==> config.mk <==
export PLATFORM = sky130hd
export DESIGN_NAME = cardinal_if_stage
export DESIGN_NICKNAME = d
export VERILOG_FILES = /design/src/rtl/cardinal_pkg.sv /design/src/rtl/cardinal_sat_counter.sv /design/src/rtl/cardinal_if_stage.sv
export SDC_FILE = /design/constraint.sdc
export NUM_CORES = 1
export LEC_CHECK = 0
export CAP_MARGIN = 10
export CORE_MARGIN = 2
export CORE_UTILIZATION = 40
export CTS_BUF_LIST = sky130_fd_sc_hd__clkbuf_8
export CTS_CLUSTER_DIAMETER = 200
export CTS_CLUSTER_SIZE = 24
export DETAILED_ROUTE_END_ITERATION = 16
export GPL_ROUTABILITY_DRIVEN = 0
export GPL_TIMING_DRIVEN = 0
export PLACE_DENSITY_LB_ADDON = 0.15
export SETUP_SLACK_MARGIN = 0.4
export SYNTH_ARGS = -nofsm -noshare
export SYNTH_HDL_FRONTEND = slang
export SYNTH_SLANG_ARGS = --single-unit
==> constraint.sdc <==
create_clock -name Clock -period 2.9 [get_ports Clock]
set_clock_uncertainty 0.2 [all_clocks]
set_input_delay 0.58 -clock Clock [delete_from_list [all_inputs] [get_ports Clock]]
set_output_delay 0.58 -clock Clock [all_outputs]
set_load 0.03 [all_outputs]
==> src/rtl/cardinal_pkg.sv <==
// Shared Cardinal processor definitions: widths, halt encoding, IF/ID bundle.
package cardinal_pkg;

    localparam int PC_W    = 8;
    localparam int INSTR_W = 32;

    localparam logic [PC_W-1:0]    RESET_PC = '0;
    localparam logic [INSTR_W-1:0] HALT_NOP = '0;

    // IF/ID pipeline register contents, also consumed by the decode stage.
    typedef struct packed {
        logic [INSTR_W-1:0] instr;
        logic [PC_W-1:0]    pc;
        logic               valid;
    } if_id_t;

endpackage

==> src/rtl/cardinal_sat_counter.sv <==
// Saturating up-counter with synchronous clear; holds at all-ones.
module cardinal_sat_counter
    import cardinal_pkg::*;
#(
    parameter int W = 16
) (
    input  logic         Clock,
    input  logic         Reset,
    input  logic         Inc,
    output logic [W-1:0] Count
);

    logic [W-1:0] count_p0;

    // Add one unless already at the ceiling.
    function automatic logic [W-1:0] sat_inc(input logic [W-1:0] value);
        if (&value) begin
            return value;
        end
        return value + 1'b1;
    endfunction

    // Counter register: clear on reset, otherwise saturating increment on Inc.
    always_ff @(posedge Clock) begin
        if (Reset) begin
            count_p0 <= '0;
        end else if (Inc) begin
            count_p0 <= sat_inc(count_p0);
        end
    end

    assign Count = count_p0;

endmodule

==> src/rtl/cardinal_if_stage.sv <==
// Cardinal instruction-fetch stage: PC, IF/ID register, halt detection, perf counters.
module cardinal_if_stage
    import cardinal_pkg::*;
#(
    parameter int               PC_W     = cardinal_pkg::PC_W,
    parameter int               INSTR_W  = cardinal_pkg::INSTR_W,
    parameter logic [PC_W-1:0]  RESET_PC = cardinal_pkg::RESET_PC,
    parameter int               CNT_W    = 16
) (
    input  logic                Clock,
    input  logic                Reset,
    output logic [0:PC_W-1]     Instr_Addr,
    input  logic [0:INSTR_W-1]  Instruction,
    input  logic                Stall,
    input  logic                Br_Taken,
    input  logic [0:PC_W-1]     Br_Target,
    output logic [0:INSTR_W-1]  IF_ID_Instr,
    output logic [0:PC_W-1]     IF_ID_PC,
    output logic                IF_ID_Valid,
    output logic                Halt,
    output logic [0:CNT_W-1]    Fetch_Count,
    output logic [0:CNT_W-1]    Stall_Count
);

    logic [PC_W-1:0] pc_p0;
    logic [PC_W-1:0] pc_nxt;
    if_id_t          if_id_p1;
    if_id_t          if_id_nxt;
    logic            halt_p1;
    logic            halt_nxt;
    logic            fetch_inc;
    logic            stall_inc;

    // Next-state selection in priority order: branch, stall, halted, normal fetch.
    always_comb begin
        pc_nxt    = pc_p0;
        if_id_nxt = if_id_p1;
        halt_nxt  = halt_p1;
        fetch_inc = 1'b0;
        stall_inc = 1'b0;
        if (Br_Taken) begin
            // Redirect also cancels a halt reached down a wrong path.
            pc_nxt    = Br_Target;
            if_id_nxt = '0;
            halt_nxt  = 1'b0;
        end else if (Stall) begin
            stall_inc = 1'b1;
        end else if (halt_p1) begin
            if_id_nxt = '0;
        end else begin
            if_id_nxt.instr = Instruction;
            if_id_nxt.pc    = pc_p0;
            if_id_nxt.valid = 1'b1;
            fetch_inc       = 1'b1;
            // The end-of-program NOP freezes the PC on itself.
            if (Instruction == HALT_NOP) begin
                halt_nxt = 1'b1;
            end else begin
                pc_nxt = pc_p0 + 1'b1;
            end
        end
    end

    // ---- IF -> ID boundary ----
    // PC, halt flag and IF/ID register update.
    always_ff @(posedge Clock) begin
        if (Reset) begin
            pc_p0    <= RESET_PC;
            if_id_p1 <= '0;
            halt_p1  <= 1'b0;
        end else begin
            pc_p0    <= pc_nxt;
            if_id_p1 <= if_id_nxt;
            halt_p1  <= halt_nxt;
        end
    end

    cardinal_sat_counter #(.W(CNT_W)) u_fetch_cnt (
        .Clock (Clock),
        .Reset (Reset),
        .Inc   (fetch_inc),
        .Count (Fetch_Count)
    );

    cardinal_sat_counter #(.W(CNT_W)) u_stall_cnt (
        .Clock (Clock),
        .Reset (Reset),
        .Inc   (stall_inc),
        .Count (Stall_Count)
    );

    assign Instr_Addr  = pc_p0;
    assign IF_ID_Instr = if_id_p1.instr;
    assign IF_ID_PC    = if_id_p1.pc;
    assign IF_ID_Valid = if_id_p1.valid;
    assign Halt        = halt_p1;

endmodule
==> impl_metrics.ini, run 1 <==
[status]
status = completed

[critical_path]
worstPathMaxFanout = 5
r2r_setup_slack_ns = 0.55
r2r_end = u_stall_cnt.Count[2]
required_ns = 2.97
worst-path-stages = 5
slowest_stage = or4_4
path_cells = clkdlybuf4s50_1 > or3_4 > or4_4 > or3_1 > a21oi_1
start_kind = input port
reg2reg_depth = 6
cp.arrival_ns = 2.53
path_buf_inv = 1
worst_path_largest_cell_delay_ns = 0.55
cp-end-kind = flip-flop
critPathKind = input port to flip-flop
timing.rr.start = u_stall_cnt.Count[0]
crit_family = simple AND/OR/NAND/NOR gates

[logic_synthesis]
ys.flop_type = dfxtp_1
synth_edf_count = 0
synth_cells = 390
syn_nets = 437
synth.area.top_cells = dfxtp_1, a22oi_1, nor2_1
ys_warn_count = 0
async_flop_share = 0
synth.avg_cell_area_sq_um = 8.79
ys_seq_area_frac = 0.479
yosysTopAreaCellShare = 0.479
synthDistinctLibCells = 39
synth-seq-cells = 82
synth_area_sq_mm = 0.00343
synth_largest_area_cell = dfxtp_1

[global_routing]
antenna_found_initial = 0
grt_util_all_layers = 0.202
grt_max_degree = 15
grt_pass1_vias = 3132
grt-ovfl-total = 0
grt_pass1_wl_mm = 14.6

[detailed_routing]
wl_per_cell_um = 14.6
drt_pass1_iterations = 4
ant_nets = 0
highest_layer = met4
vias = 3340
drcViolationCount = 0
met2_length_mm = 4.36
drtIter0Drc = 100
wl_met1_mm = 4.18
vias_per_cell = 5.24
drt-total-wl_mm = 9.28
wl_met3_um = 652

[cts]
worstSkewPairLatency_ns = 0.34
clk_path_buf_depth = 2
numClockSinks = 82
path_clk_slew_ns = 0.08
cts-htree-levels = 3
cts_root_buffer = clkbuf_8
cts_tree = yes
numCtsBuffers = 9

[place]
port_buffers = 125
dp.cells = 620
dp_hpwl_mm = 6.89

[timing]
worstMarginPinSlew_ns = 0.706
report.final.slew_viol_count = 0
max_freq_ghz = 0.407
finalSetupViolCount = 0
rsz0062_at_grt = true
finalCritPeriodShare = 0.848
maxSlewHeadroom = 0.524
holdWs_ns = 0.317
min_period_ns = 2.46
timing.final.hold_violations = 0

[floorplanning]
die_w_um = 96.6
core_sq_mm = 0.00826
rows = 33
initial_core_util = 0.415
die_area_sq_mm = 0.00933
io-pin-count = 126
fp.dieH_um = 96.6

[cells_and_area]
num_antenna_cells = 0
fin_cells = 637
multiInputGateArea_sq_mm = 0.00175
nets = 574
fillers = 719
final-seq-area_sq_mm = 0.00164
syn_to_final_growth_pct = 50.8
drive_above_1_share = 0.0714

[min_path]
hp-class = flip-flop to flip-flop
hp-start = IF_ID_Valid
min_to = IF_ID_Valid
hold_path_depth = 2

[run]
drv_cap = 0

[power]
power_density_mw_per_mm2 = 495
cellLeakagePower_nw = 1.73
ir_worst_vdd_uv = 237
==> tightest hold or removal path: stages, from the launching register on <==
cell and delay [ns]:
dfxtp_1 0.35, a21oi_1 0.07, nor2_1 0.07
==> worst max path at each step <==
stage,slack (ns),end,start
detailed placement,-0.06,u_stall_cnt.Count[9],Stall
global placement,-0.007,Instr_Addr[1],Stall
global route,0.36,u_stall_cnt.Count[1],u_stall_cnt.Count[0]
CTS,0.35,u_stall_cnt.Count[9],Stall
finish,0.44,u_fetch_cnt.Count[11],Br_Taken
floorplan,0.66,u_fetch_cnt.Count[1],u_fetch_cnt.Count[0]
==> cell type report <==
type | count | share of cell area
timing repair buffer | 126 | 0.244
clock buffer | 9 | 0.0240
tap | 105 | 0.0254
buffer | 21 | 0.0162
inverter | 10 | 0.00726
clock inverter | 7 | 0.0274
multi-input combinational | 277 | 0.339
sequential | 82 | 0.318
==> cells by family (layout without fill, tap and decap cells) <==
logic type / count (synthesis) / count (layout) / share of synthesized area
adder cells (fa/ha/maj): 3 / 3 / 0.0110
AO/OA/AOI/OAI: 79 / 79 / 0.165
flip-flops: 82 / 82 / 0.479
multiplexers: 3 / 3 / 0.00876
XOR/XNOR: 27 / 27 / 0.0690
buffers and inverters: 31 / 173 / 0.0347
AND/OR/NAND/NOR: 165 / 165 / 0.233
==> synth_stat cells (2+ instances only) <==
library cell,instances
a211oi_1,11
a21oi_1,9
a22oi_1,41
a311oi_1,3
a31oi_1,2
and3_1,2
and4_1,3
buf_2,2
clkbuf_1,19
dfxtp_1,82
ha_1,3
inv_1,10
mux2i_1,3
nand2_1,16
nand3_1,8
nand4_1,11
nor2_1,81
nor3_1,9
nor4_1,19
o21ai_0,4
or2_2,4
or3_1,4
or4_1,3
xnor2_1,20
xor2_1,7
==> per-stage QoR <==
stage	total power [mW]	utilization	TNS, ns	worst slack [ns]	area (sq um)
floorplan	1.35	-	0	0.657	3430
global placement	1.51	0.583	-0.00719	-0.00719	4810
detailed placement	1.51	0.583	-0.0714	-0.0609	4810
CTS	2.58	0.615	0	0.347	5080
global route	2.67	0.626	0	0.356	5170
finish	2.56	0.626	0	0.441	5170
==> power by group <==
| part | internal, mW | switching, mW |
|---|---|---|
| Clock | 0.661 | 0.413 |
| Sequential | 1.15 | 0.0281 |
| Combinational | 0.143 | 0.161 |
==> registers in the layout (all words and copies together) (netlist names) <==
name,cells
IF_ID_PC,8
Instr_Addr,8
IF_ID_Instr,32
IF_ID_Valid,1
Halt,1
u_stall_cnt.Count,16
u_fetch_cnt.Count,16
==> timing repair <==
item | in CTS | in global routing
hold buffers | 0 | 0
pin swaps | 0 | 2
cloned | 0 | 0
endpoints found under the setup margin | 3 | 20
buffers inserted | 0 | 1
resized for setup | 2 | 14
==> placed cells by master, fill, tap and decap left out, drive strengths merged, types with 2 or more instances in the layout <==
cell type	n
a311oi	3
clkdlybuf4s50	125
buf	2
or3	5
nor3	9
xnor2	20
dfxtp	82
clkbuf	29
nand3	8
a21oi	9
and3	2
nor2	81
inv	12
or4	4
nor4	20
xor2	7
bufinv	4
and4	3
mux2i	3
a22oi	41
ha	3
a31oi	2
a211oi	11
nand4	11
or2	4
nand2	16
o21ai	6
==> layer usage <==
metal | up-vias | GRT usage
met5 | - | 0
met4 | 0 | 0.0516
met3 | 8 | 0.0768
met2 | 86 | 0.327
met1 | 1556 | 0.252
li1 | 1690 | -
Power figures use the tool's default switching activity.
==> run 2, diff against run 1 <==
clock period = 2.1 ns   (was 2.9 ns; I/O delays follow)
==> impl_metrics.ini, run 2 (synthesized netlist as in run 1, its figures left out) <==
[cells_and_area]
largest_register_ffs = 32
num_antenna_cells = 0
mostFrequentLayoutCells = nor2_1, dfxtp_1, clkbuf_2
nets = 626
syn_to_final_growth_pct = 68.3
drive_above_1_share = 0.492
mostFrequentLayoutCell = nor2_1

[power]
pwr-share-seq = 0.527
cellLeakagePower_nw = 2.23
swShare = 0.286
switchingPower_uw = 877
ir_worst_vdd_uv = 317
power_density_mw_per_mm2 = 531
p_int_mw = 2.19
p_total_mw = 3.07
clockPowerShare = 0.323
p_comb_frac = 0.150

[status]
violations = setup timing
status = finished, violations left

[critical_path]
path_cells = ha_4 > nand4_1 > or4_4 > buf_4 > nand3_1 > xor2_1 > nor2_1
path_buf_inv = 1
cp-end-kind = flip-flop
start_kind = flip-flop
slowest_stage = or4_4
cp.arrival_ns = 2.14
crit_family = simple AND/OR/NAND/NOR gates
critPathKind = flip-flop to flip-flop
worstPathMaxFanout = 4
worst_path_largest_cell_delay_ns = 0.65
required_ns = 2.11

[timing]
finalCritPeriodShare = 1.02
timing.final.hold_violations = 0
worstMarginPinSlew_ns = 0.613
tns_ns = -0.0790
holdWs_ns = 0.111
min_period_ns = 2.13
worst_slack_ns = -0.0345
rsz0062_at_grt = true
finalSetupViolCount = 3
max_freq_ghz = 0.468
report.final.slew_viol_count = 0
maxSlewHeadroom = 0.591

[detailed_routing]
drt_pass1_iterations = 5
vias = 3725
met2_length_mm = 5.62
drcViolationCount = 0
wl_per_cell_um = 16.4
ant_nets = 0
drtIter0Drc = 153
wl_met1_mm = 4.90
vias_per_cell = 5.41
wl_met3_um = 596
drt-total-wl_mm = 11.3
highest_layer = met4

[place]
dp_hpwl_mm = 6.97
dp_slack_ns = -0.606
port_buffers = 125

[cts]
worstSkewPairLatency_ns = 0.35
numClockSinks = 82
cts-htree-levels = 3
cts_hold_buf = 0
cts_root_buffer = clkbuf_8
numCtsBuffers = 9
cts_tree = yes
path_clk_slew_ns = 0.08
clk_path_buf_depth = 2

[min_path]
hp-class = input port to flip-flop

[floorplanning]
die_w_um = 96.6
initial_core_util = 0.415
die_area_sq_mm = 0.00933
io-pin-count = 126
core_sq_mm = 0.00826
rows = 33
fp.dieH_um = 96.6

[global_routing]
grt_pass1_wl_mm = 16.1
grt_util_all_layers = 0.221
grt-ovfl-total = 0
grt_max_degree = 14
antenna_found_initial = 0
grt_pass1_vias = 3320

[run]
drv_cap = 0
## run 2: cell count changes in the layout (fill, tap and decap cells not counted), sizes merged, moves of 4 or more
| cell | previous run | this run |
|---|---|---|
| clkdlybuf4s18 | 0 | 4 |
| clkdlybuf4s50 | 125 | 9 |
| clkdlybuf4s15 | 0 | 27 |
| buf | 2 | 99 |
| bufinv | 4 | 0 |
| clkbuf | 29 | 68 |
## run 2: power groups by stage
stage,logic [mW],clock network (mW),registers [mW]
finish,0.460,0.990,1.62
global route,0.490,1.08,1.62
CTS,0.427,1.01,1.62
detailed placement,0.440,0,1.66
global placement,0.436,0,1.66
floorplan,0.146,0,1.73
## run 2: repair_timing
action | 4_1_cts | 5_1_grt
resized for setup | 351 | 188
setup buffers | 21 | 30
pin swaps | 24 | 45
endpoints found under the setup margin | 163 | 131
cloned | 2 | 0
## run 2: cell type report
type                    instances  area [sq um]
inverters                      10          37.5
clock buffers                   9           124
fillers                       666          2490
multi-input cells             278          2190
plain buffers                  21           131
clock inverters                 6          33.8
flip-flops and latches         82          1730
repair buffers                177          1380
well taps                     105           131
## run 2: metal layers
metal	up-vias	global-route usage
met5	-	0
met4	0	0.0775
met3	18	0.0388
met2	116	0.366
met1	1797	0.290
li1	1794	-
## run 2: worst min-delay path, cell delays in order
cell and delay, ns:
buf_6 0.08, a22oi_1 0.05, nor2_1 0.07
## run 2: final timing paths
check	from	to	slack (ns)	cells past startpoint
setup / recovery	u_fetch_cnt.Count[1]	u_fetch_cnt.Count[5]	-0.03	7
hold / removal	Instruction[4]	IF_ID_Instr[4]	0.11	3
setup reg to reg	u_fetch_cnt.Count[1]	u_fetch_cnt.Count[5]	-0.03	7
hold reg to reg	IF_ID_Instr[11]	IF_ID_Instr[11]	0.31	2
## run 2: through the flow
step                      area [sq um]  utilization  std cells
after floorplan                   3690            -        390
after global placement            5070        0.615        620
after detailed placement          5070        0.615        620
after CTS                         5590        0.676        658
after global routing              5770        0.699        688
final                             5770        0.699        688
==> run 3, diff against run 2 <==
GPL_TIMING_DRIVEN = unset   (was 0)
==> impl_metrics.ini, run 3 (synthesized netlist as in run 1, its figures left out) <==
[timing]
tns_ns = 0
min_period_ns = 2.01
maxSlewHeadroom = 0.610
report.final.slew_viol_count = 0
finalSetupViolCount = 0
finalCritPeriodShare = 0.957
max_freq_ghz = 0.497
worstMarginPinSlew_ns = 0.583
rsz0062_at_grt = true
timing.final.hold_violations = 0

[critical_path]
critPathKind = flip-flop to flip-flop
cp.arrival_ns = 2.08
cp-end-kind = flip-flop
worstPathMaxFanout = 5
required_ns = 2.17
start_kind = flip-flop

[global_routing]
grt-ovfl-total = 0
grt_pass1_vias = 3548
grt_pass1_wl_mm = 16.9
antenna_found_initial = 0
grt_util_all_layers = 0.230
grt_max_degree = 43

[cts]
cts_tree = yes
numClockSinks = 82
cts_root_buffer = clkbuf_8
path_clk_slew_ns = 0.09
cts-htree-levels = 3
worstSkewPairLatency_ns = 0.34
numCtsBuffers = 9
clk_path_buf_depth = 2

[floorplanning]
fp.dieH_um = 96.6
die_w_um = 96.6
die_area_sq_mm = 0.00933
io-pin-count = 126
rows = 33
initial_core_util = 0.415
core_sq_mm = 0.00826

[detailed_routing]
drt-total-wl_mm = 11.8
drt_pass1_iterations = 4
drtIter0Drc = 123
ant_nets = 0
vias = 3845
vias_per_cell = 5.42
drcViolationCount = 0
wl_per_cell_um = 16.6

[place]
port_buffers = 125
dp.cells = 642
dp_hpwl_mm = 6.92

[cells_and_area]
drive_above_1_share = 0.525
mostFrequentLayoutCells = nor2_1, buf_4, dfxtp_1
nets = 646
fin_cells = 709
syn_to_final_growth_pct = 75.7
multiInputGateArea_sq_mm = 0.00226
largest_register_ffs = 32
fillers = 626
num_antenna_cells = 0
mostFrequentLayoutCell = nor2_1
final-seq-area_sq_mm = 0.00171

[run]
drv_cap = 0

[power]
power_density_mw_per_mm2 = 534
cellLeakagePower_nw = 2.41
ir_worst_vdd_uv = 425

[min_path]
hp-class = input port to flip-flop

[status]
status = completed
run 3: cell types whose count changed in the layout (fill, tap and decap cells not counted), moves of 4 or more:
cell,previous run,this run
dfxtp_4,20,11
clkbuf_2,49,38
buf_2,32,37
buf_6,27,21
dlygate4sd2_1,0,4
clkbuf_1,9,0
buf_4,36,74
dfxtp_2,13,22
clkdlybuf4s15_2,23,27
run 3: path summary, 6_finish.rpt:
check                 start               endpoint  slack [ns]  depth (start not counted)
min          Instruction[2]         IF_ID_Instr[2]        0.12                          3
max                    Halt  u_fetch_cnt.Count[11]        0.09                          4
max reg2reg            Halt  u_fetch_cnt.Count[11]        0.09                          4
min reg2reg     IF_ID_Valid            IF_ID_Valid        0.32                          2
run 3: repair_timing:
action | 4_1_cts | 5_1_grt
setup endpoints to repair | 164 | 85
hold buffers | 0 | 0
gates cloned | 1 | 0
gates resized for setup | 387 | 113
pin swaps | 42 | 64
setup buffers | 32 | 18
run 3: metal layers:
metal / part of all wire / vias up / wire length (um) / GRT usage
met2: 0.52 / 111 / 6120 / 0.392
met5: 0 / - / 0 / 0
met4: 0.016 / 0 / 193 / 0.0775
li1: - / 1835 / - / -
met3: 0.052 / 20 / 617 / 0.0419
met1: 0.41 / 1879 / 4850 / 0.294
run 3: where the power goes:
part	total (mW)	leakage [nW]	internal (mW)	switching, mW
logic	0.480	1.62	0.215	0.265
registers	1.63	0.685	1.59	0.0395
clock network	1.11	0.0976	0.538	0.576
run 3: layout make-up:
type                       count  share of cell area
sequential                    82               0.284
multi-input combinational    278               0.375
inverter                      10             0.00623
timing repair buffer         218               0.283
tap                          105              0.0218
clock inverter                 7              0.0104
clock buffer                   9              0.0206
run 3: per-stage QoR:
stage	instance area (sq um)	util	power (mW)	hold WS [ns]	worst slack, ns
after floorplan	3690	-	1.88	0.364	0.0372
after global placement	5300	0.641	2.12	0.272	-0.393
after detailed placement	5300	0.641	2.12	0.304	-0.452
after CTS	5900	0.714	3.21	0.129	0.150
after global routing	6020	0.729	3.36	0.120	0.0814
final	6020	0.729	3.22	0.115	0.0895
run 3: critical path, cell delays in order, from the launching register on:
cell and delay [ns]:
dfxtp_2 0.33, or3_4 0.38, or4_4 0.49, or3_1 0.42
a21oi_1 0.13
